--- src/rtl/meteor_scheduler.sv ---
// meteor_scheduler: steps the meteor slot array once per frame.
// Each frame it moves active meteors down, retires those that leave the
// bottom edge and counts them for scoring. On every SPAWN_INTERVAL-th frame
// it places a new meteor in the lowest free slot at an LFSR-derived x.
// Fall speed rises by one after every LEVEL_STEP retirements.
//
// Ports:
//   i_clk            system clock
//   i_reset          synchronous active-high reset (also reseeds the LFSR)
//   i_frame_tick     one-cycle pulse per video frame
//   i_enable         frame ticks are accepted only while high
//   i_clear_all      synchronous restart; the LFSR keeps running
//   i_hit_mask       slots to deactivate this cycle (collisions)
//   o_meteor_x       per-slot left x coordinate
//   o_meteor_y       per-slot top y coordinate
//   o_meteor_active  per-slot valid flag
//   o_pass_valid     one-cycle pulse when a MOVE step completes
//   o_pass_count     meteors retired in that MOVE step
//   o_speed          current fall speed in pixels per frame
//   o_busy           high while a MOVE or SPAWN step is in progress
module meteor_scheduler #(
    parameter int unsigned NUM_METEORS    = 6,
    parameter int unsigned SCREEN_W       = 640,
    parameter int unsigned SCREEN_H       = 480,
    parameter int unsigned METEOR_SIZE    = 16,
    parameter int unsigned SPAWN_INTERVAL = 30,
    parameter int unsigned BASE_SPEED     = 2,
    parameter int unsigned MAX_SPEED      = 8,
    parameter int unsigned LEVEL_STEP     = 10
) (
    input  logic                             i_clk,
    input  logic                             i_reset,
    input  logic                             i_frame_tick,
    input  logic                             i_enable,
    input  logic                             i_clear_all,
    input  logic [NUM_METEORS-1:0]           i_hit_mask,
    output logic [NUM_METEORS-1:0][9:0]      o_meteor_x,
    output logic [NUM_METEORS-1:0][8:0]      o_meteor_y,
    output logic [NUM_METEORS-1:0]           o_meteor_active,
    output logic                             o_pass_valid,
    output logic [2:0]                       o_pass_count,
    output logic [3:0]                       o_speed,
    output logic                             o_busy
);

    localparam int unsigned LVL_W       = $clog2(LEVEL_STEP + NUM_METEORS + 1);
    localparam int unsigned SC_W        = $clog2(SPAWN_INTERVAL + 1);
    localparam int unsigned IDX_W       = (NUM_METEORS > 1) ? $clog2(NUM_METEORS) : 1;
    localparam int unsigned SPAWN_RANGE = SCREEN_W - METEOR_SIZE;
    localparam logic [9:0]  LFSR_SEED   = 10'h2A5;

    typedef enum logic [1:0] {S_IDLE, S_MOVE, S_SPAWN} state_t;

    state_t                         r_state;
    logic [NUM_METEORS-1:0][9:0]    r_x;
    logic [NUM_METEORS-1:0][8:0]    r_y;
    logic [NUM_METEORS-1:0]         r_active;
    logic                           r_pass_valid;
    logic [2:0]                     r_pass_count;
    logic [3:0]                     r_speed;
    logic                           r_busy;
    logic [LVL_W-1:0]               r_level_cnt;
    logic [SC_W-1:0]                r_spawn_cnt;
    logic [9:0]                     r_lfsr;

    logic [NUM_METEORS-1:0][9:0]    w_ny;
    logic [NUM_METEORS-1:0]         w_pass;
    logic [2:0]                     w_pass_cnt;
    logic [LVL_W-1:0]               w_level_sum;
    logic [NUM_METEORS-1:0]         w_free;
    logic [IDX_W-1:0]               w_free_idx;
    logic                           w_found;
    logic [9:0]                     w_spawn_x;
    logic [9:0]                     w_lfsr_next;

    // Next positions, retirements and level accumulation for the MOVE step
    always_comb begin
        w_pass_cnt = '0;
        for (int i = 0; i < NUM_METEORS; i++) begin
            w_ny[i]    = {1'b0, r_y[i]} + 10'(r_speed);
            w_pass[i]  = r_active[i] && !i_hit_mask[i] && (w_ny[i] >= 10'(SCREEN_H));
            w_pass_cnt = w_pass_cnt + 3'(w_pass[i]);
        end
        w_level_sum = r_level_cnt + LVL_W'(w_pass_cnt);
    end

    // Lowest-index slot that is inactive and not being hit
    always_comb begin
        w_free     = ~r_active & ~i_hit_mask;
        w_free_idx = '0;
        w_found    = 1'b0;
        for (int i = NUM_METEORS - 1; i >= 0; i--) begin
            if (w_free[i]) begin
                w_free_idx = IDX_W'(i);
                w_found    = 1'b1;
            end
        end
    end

    // Fold the 10-bit LFSR value into the legal x range (single subtraction suffices)
    always_comb begin
        w_spawn_x   = (r_lfsr >= 10'(SPAWN_RANGE)) ? (r_lfsr - 10'(SPAWN_RANGE)) : r_lfsr;
        w_lfsr_next = {r_lfsr[8:0], r_lfsr[9] ^ r_lfsr[6]};
    end

    // Sequencer: reset > clear_all > hit_mask > MOVE/SPAWN updates
    always_ff @(posedge i_clk) begin
        if (i_reset) begin
            r_state      <= S_IDLE;
            r_x          <= '0;
            r_y          <= '0;
            r_active     <= '0;
            r_pass_valid <= 1'b0;
            r_pass_count <= '0;
            r_speed      <= 4'(BASE_SPEED);
            r_busy       <= 1'b0;
            r_level_cnt  <= '0;
            r_spawn_cnt  <= '0;
            r_lfsr       <= LFSR_SEED;
        end else begin
            r_lfsr <= w_lfsr_next;
            if (i_clear_all) begin
                r_state      <= S_IDLE;
                r_x          <= '0;
                r_y          <= '0;
                r_active     <= '0;
                r_pass_valid <= 1'b0;
                r_pass_count <= '0;
                r_speed      <= 4'(BASE_SPEED);
                r_busy       <= 1'b0;
                r_level_cnt  <= '0;
                r_spawn_cnt  <= '0;
            end else begin
                r_pass_valid <= 1'b0;
                case (r_state)
                    S_IDLE: begin
                        if (i_frame_tick && i_enable) begin
                            r_state <= S_MOVE;
                            r_busy  <= 1'b1;
                        end
                    end
                    S_MOVE: begin
                        for (int i = 0; i < NUM_METEORS; i++) begin
                            if (r_active[i] && !i_hit_mask[i]) begin
                                if (w_pass[i]) begin
                                    r_active[i] <= 1'b0;
                                end else begin
                                    r_y[i] <= w_ny[i][8:0];
                                end
                            end
                        end
                        r_pass_valid <= 1'b1;
                        r_pass_count <= w_pass_cnt;
                        if (w_level_sum >= LVL_W'(LEVEL_STEP)) begin
                            r_level_cnt <= w_level_sum - LVL_W'(LEVEL_STEP);
                            if (r_speed < 4'(MAX_SPEED)) begin
                                r_speed <= r_speed + 4'd1;
                            end
                        end else begin
                            r_level_cnt <= w_level_sum;
                        end
                        r_state <= S_SPAWN;
                    end
                    S_SPAWN: begin
                        if (r_spawn_cnt == SC_W'(SPAWN_INTERVAL - 1)) begin
                            r_spawn_cnt <= '0;
                            if (w_found) begin
                                r_x[w_free_idx]      <= w_spawn_x;
                                r_y[w_free_idx]      <= '0;
                                r_active[w_free_idx] <= 1'b1;
                            end
                        end else begin
                            r_spawn_cnt <= r_spawn_cnt + SC_W'(1);
                        end
                        r_state <= S_IDLE;
                        r_busy  <= 1'b0;
                    end
                    default: begin
                        r_state <= S_IDLE;
                        r_busy  <= 1'b0;
                    end
                endcase
                // Collisions override any move or spawn in the same cycle
                for (int i = 0; i < NUM_METEORS; i++) begin
                    if (i_hit_mask[i]) begin
                        r_active[i] <= 1'b0;
                    end
                end
            end
        end
    end

    assign o_meteor_x      = r_x;
    assign o_meteor_y      = r_y;
    assign o_meteor_active = r_active;
    assign o_pass_valid    = r_pass_valid;
    assign o_pass_count    = r_pass_count;
    assign o_speed         = r_speed;
    assign o_busy          = r_busy;

endmodule
--- config.mk ---
export PLATFORM = sky130hd
export DESIGN_NAME = meteor_scheduler
export DESIGN_NICKNAME = d
export VERILOG_FILES = /design/src/rtl/meteor_scheduler.sv
export SDC_FILE = /design/constraint.sdc
export NUM_CORES = 1
export LEC_CHECK = 0
export ABC_AREA = 1
export CAP_MARGIN = 20
export CORE_MARGIN = 3
export CORE_UTILIZATION = 49
export CTS_CLUSTER_DIAMETER = 60
export DETAILED_ROUTE_END_ITERATION = 12
export PLACE_DENSITY = 0.79
export SLEW_MARGIN = 20
export SYNTH_ARGS = -nofsm -noshare
export SYNTH_HDL_FRONTEND = slang
export SYNTH_SLANG_ARGS = --single-unit
--- constraint.sdc ---
create_clock -name i_clk -period 5 [get_ports i_clk]
set_input_delay 1 -clock i_clk [delete_from_list [all_inputs] [get_ports i_clk]]
set_output_delay 1 -clock i_clk [all_outputs]
set_load 0.01 [all_outputs]
# Word level (Yosys, flattened, before mapping)
# Index checks and enable logic that the tools add are counted.
[op_classes]
bitwise = 8
order_cmp = 11
eq_ne = 24
n_shift = 0
n_mul = 0
mux = 57
n_reduce_logical = 44
n_div = 0
n_addsub = 16
[ops]
columns = ["op", "count"]
rows = [
  ["$mux 9", 13],
  ["$mux 54", 2],
  ["$pmux 54 s2", 1],
  ["$add 9x4->10", 6],
  ["$bwmux 60", 1],
  ["$ge 10x9->1 const B", 6],
  ["$reduce_and 5->1", 12],
  ["$and 54x54->54", 1],
  ["$not 54->54", 1],
  ["$ne 2x2->1 const B", 21],
  ["$demux 10 s3", 1],
  ["$demux 9 s3", 1],
  ["$mux 1", 21],
  ["$mux 10", 2],
  ["$mux 3", 6],
  ["$reduce_or 3->1", 6],
  ["$logic_and 1x1->1", 14],
  ["$mux 6", 2],
  ["$not 6->6", 2],
  ["$pmux 6 s2", 1],
  ["$ge 10x10->1 const B", 1],
  ["$mux 5", 2],
  ["$sub 10x10->10 const B", 1],
  ["$add 3x1->3", 3],
  ["other kinds (27)", 33],
]
[word_totals]
inputBits = 11
n_memories = 0
ff_bits = 151
mem_bits_rw = 0
output_inout_bits = 129
latchBits = 0
mem_bits_ro = 0
word_cells = 186

# Longest topological paths before layout
[depth]
word_depth = 17
depth_mapped = 30
depth_no_buf = 30

# Worst setup path after synthesis
# Ideal clock, no wire load.
[synth_path]
path_type = "reg-to-reg"
from = "register r_speed[1] (netlist: o_speed[1])"
to = "register r_speed[2] (netlist: o_speed[2])"
t_arrival_ns = 5.181
synth_period_minus_slack_ns = 5.315
slack_ns = -0.315
stages_incl_launch_ff = 25
setup_time_ns = 0.134
cell_sequence = "dfxtp_1 -> inv_1 -> fa_1 -> inv_1 -> nand2_1 -> nand3_1 -> nand2_1 -> nor2_1 -> nand3_1 -> a21boi_0 -> fa_1 -> fa_1 -> ha_1 -> fa_1 -> fa_1 -> xor2_1 -> inv_1 -> ha_1 -> or2_1 -> nand2_2 -> nand2_2 -> nor2_4 -> inv_1 -> nand2_1 -> a21oi_1"
[synth_via]
elab_chain_cells = 11
word_cells_on_any_way = 28
cone_classes = "add/sub: 13; order compare: 8; reduce/logical: 7"
[synth_rtl]
columns = ["element", "line_no", "text"]
rows = [
  ["start, declared", "60", "logic [3:0] r_speed;"],
  ["start signal, assigned", "115", "r_speed <= 4'(BASE_SPEED);"],
  ["start signal, assigned", "129", "r_speed <= 4'(BASE_SPEED);"],
  ["start signal, assigned", "157", "r_speed <= r_speed + 4'd1;"],
  ["$add 9x4->10", "80", "w_ny[i] = {1'b0, r_y[i]} + 10'(r_speed);"],
  ["$ge 10x9->1", "81", "w_pass[i] = r_active[i] && !i_hit_mask[i] && (w_ny[i] >= 10'(SCREEN_H));"],
  ["$logic_and 1x1->1", "81", ""],
  ["$add 1x1->2", "82", "w_pass_cnt = w_pass_cnt + 3'(w_pass[i]);"],
  ["$add 2x1->3", "82", ""],
  ["$add 3x1->3 (2 in series)", "82", ""],
  ["$add 3x1->3 (*)", "82", ""],
  ["net w_pass_cnt[1]", "68", "logic [2:0] w_pass_cnt;"],
  ["$add 5x3->5 (*)", "84", "w_level_sum = r_level_cnt + LVL_W'(w_pass_cnt);"],
  ["$ge 5x4->1 (*)", "154", "if (w_level_sum >= LVL_W'(LEVEL_STEP)) begin"],
  ["$reduce_and 3->1 (no line) (*)", "-", ""],
]
# Mark *: on every way through the listed nets, which the timed path passes. The rest lies on a longest branch.
# A chain may end at the register's enable or synchronous reset.

# Final worst setup path
[layout_path]
from = "register r_speed[0] (netlist: o_speed[0])"
to = "register r_speed[0] (netlist: o_speed[0])"
# Same word-level chain as after synthesis.

==> run metrics <==
status finished, final reports clean; final hold violations 0; final std cells w/o fill 1686; Mapped Cells 1275; grt total ovfl 0; first-iteration detailed-routing DRC count 560; clock slew at reported path FFs approximately 0.07 ns; Fmax 0.201 GHz; critical path capture point type flip-flop; htree depth 4; Die ar. 19300 um^2; sequential group share of total power 45.9%; Critical Path AT roughly 5.3 ns; syn_area_per_cell between 6 and 7 um^2; Static Leak 0.00471 uW; Rel. slew slack 36.7%; largest net degree at the start of global routing 82; Synth-to-Final Area Change 31.5%; CTS Sinks 151; Buffers on Ports 139; vias 9039; Async SR Flop Fraction 0%; DR WL/cell 15.0 um; Worst-Skew Late Latency 0.44 ns; Power per Cell Area ~230 nW/um^2; setup TNS 0 ns; post-synth net total 1329; RSZ-0062 raised after global routing true; sw power 659 uW; first-pass iteration count of the detailed router 7; TritonCTS Buffers 17; Tmin final 4.96 ns; Worst Hold Class reg2reg; Most used DFF post-synth dfxtp_1; CTS root buffer clkbuf_16; EDFF count, synth 0; GRT Util Overall 25.5%; Worst Path Max Fanout 5; Clock Skew roughly 0.011 ns; Die Wd 139 um; commonest cells after routing, fill and taps aside nand2_1 (295), nand3_1 (149), dfxtp_1 (147); Ports 140; WS Path Type reg2reg; Core Area 17300 um^2; first-pass GRT wire length about 41000 um; Req. time, crit path between 5 and 6 ns; Critical Path Start Type flip-flop; most common cell after layout, fill and taps aside nand2_1; MaxCap Viol Count 0; Worst Slack Setup Final 0.0366 ns; Sw Share 24.9%; crit path launch o_speed[0]; Final setup viols 0; post-DR vias/cell approximately 5.4; Worst-Margin Slew 0.949 ns; share of cells above drive strength 1 13.2%; initial antenna violation count 0; worst hold margin 0.461 ns; hold_sp r_lfsr[8]; YS warnings 0; Post-CTS Hold Buffers 0; Internal approximately 2000 uW; placed cell count 1650; Rows 48; post-route clock period utilization 99.3%; drt total wl 25200 um; dpl ws -0.395 ns; residual DRC count 0; GPL Wtd Cong 0.942; Max Slew Vio Count 0; DIE HEIGHT 139 um; Layout Nets 1502; Logic pwr share 4.8%; R2R setup slack 0.04 ns; Ant. Diodes 0; slowest CP cell fa_1; CTS tree done; Max IR drop VDD between 0.2 and 0.3 mV; Crit Reg-Reg Startpoint o_speed[0]; Initial Util roughly half; Antenna Violating Nets Remaining 0; clock share of power 49.3%; Seq/Total Area, Yosys a little over a third; Seq cells post-synth ~150; mapped cell area 8670 um^2; Synth cell types 41; Critical Path Max Stage Delay 0.55 ns; detailed placement HPWL 17100 um; clk buf depth 2; vias in the first global route ~8500
## metal layers
layer | wire, um | global-route usage (%)
met1 | 10500 | 31.0
met2 | 11800 | 41.7
met3 | 2160 | 8.48
met4 | 733 | 10.4
met5 | 0 | 0
## sequential cells by signal, indices dropped and copies added, names as in the netlist
| signal | cells |
|---|---|
| r_state | 2 |
| o_speed | 4 |
| r_spawn_cnt | 5 |
| o_meteor_active | 6 |
| o_pass_count | 3 |
| r_level_cnt | 5 |
| r_lfsr | 10 |
| o_meteor_y | 54 |
| o_meteor_x | 60 |
| o_pass_valid | 1 |
| o_busy | 1 |
## worst max-delay path: cells and delay by family, from the launching register on
kind / cells / cell delay [ns]
flip-flops: 1 / 0.40
AND/OR/NAND/NOR: 16 / 1.41
buffers and inverters: 6 / 0.44
XOR/XNOR: 1 / 0.16
adder cells (fa/ha/maj): 7 / 2.47
## layout make-up
class | count | area, um^2
clock buffers | 17 | 425
inverters | 132 | 498
multi-input cells | 940 | 5100
clock inverters | 15 | 166
well taps | 225 | 282
flip-flops and latches | 151 | 3030
fillers | 1493 | 5900
repair buffers | 206 | 1900
## synth_stat cells (4+ instances only)
master	number	share of area (%)
a31oi_1	4	0.29
inv_2	7	0.30
xnor2_1	5	0.51
inv_1	124	5.4
o21ai_1	28	1.6
buf_4	11	0.95
clkbuf_1	24	1.0
or2_2	9	0.65
a21oi_1	120	6.9
nor3_1	5	0.29
dfxtp_1	151	35
buf_2	12	0.69
ha_1	33	4.8
o21ai_0	74	4.3
nand3b_1	4	0.35
nand2_2	15	1.1
nand2_1	299	13
nand3_1	154	8.9
nor2_4	7	0.91
fa_1	10	2.3
xor2_1	21	2.1
nand4_1	18	1.3
nor2_1	109	4.7
## repair_timing
item	CTS	global route
pin swaps	6	22
resized for setup	11	40
endpoints found under the setup margin	7	8
buffers inserted	1	3
## kinds of logic (layout without fill, tap and decap cells)
group	Yosys count	after routing	synth area share [%]
buffers and inverters	184	370	8.79
flip-flops	151	151	34.9
AND/OR/NAND/NOR	631	631	32.1
adder cells (fa/ha/maj)	43	43	7.07
AO/OA/AOI/OAI	240	240	14.5
XOR/XNOR	26	26	2.63
## stage by stage
stage | power (uW) | instance area [um^2] | utilization [%]
after detailed placement | 1370 | 10600 | 61.1
after floorplan | 1320 | 8680 | -
after global placement | 1370 | 10600 | 61.1
after CTS | 2670 | 11200 | 64.8
after global routing | 2730 | 11400 | 65.9
final | 2650 | 11400 | 65.9
## final timing paths
| check | to | depth (start not counted) |
|---|---|---|
| worst min-delay path | r_lfsr[9] | 2 |
| worst min register to register | r_lfsr[9] | 2 |
| worst max register to register | o_speed[0] | 30 |
| worst max-delay path | o_speed[0] | 30 |
## power by group through the flow
stage | registers, uW | logic, uW | clock network (uW)
after global routing | 1220 | 138 | 1380
after floorplan | 1240 | 77.2 | 0
final | 1220 | 126 | 1310
after CTS | 1220 | 126 | 1320
after detailed placement | 1240 | 124 | 0
after global placement | 1240 | 123 | 0
Note: power is estimated with default switching activity, not from simulation.
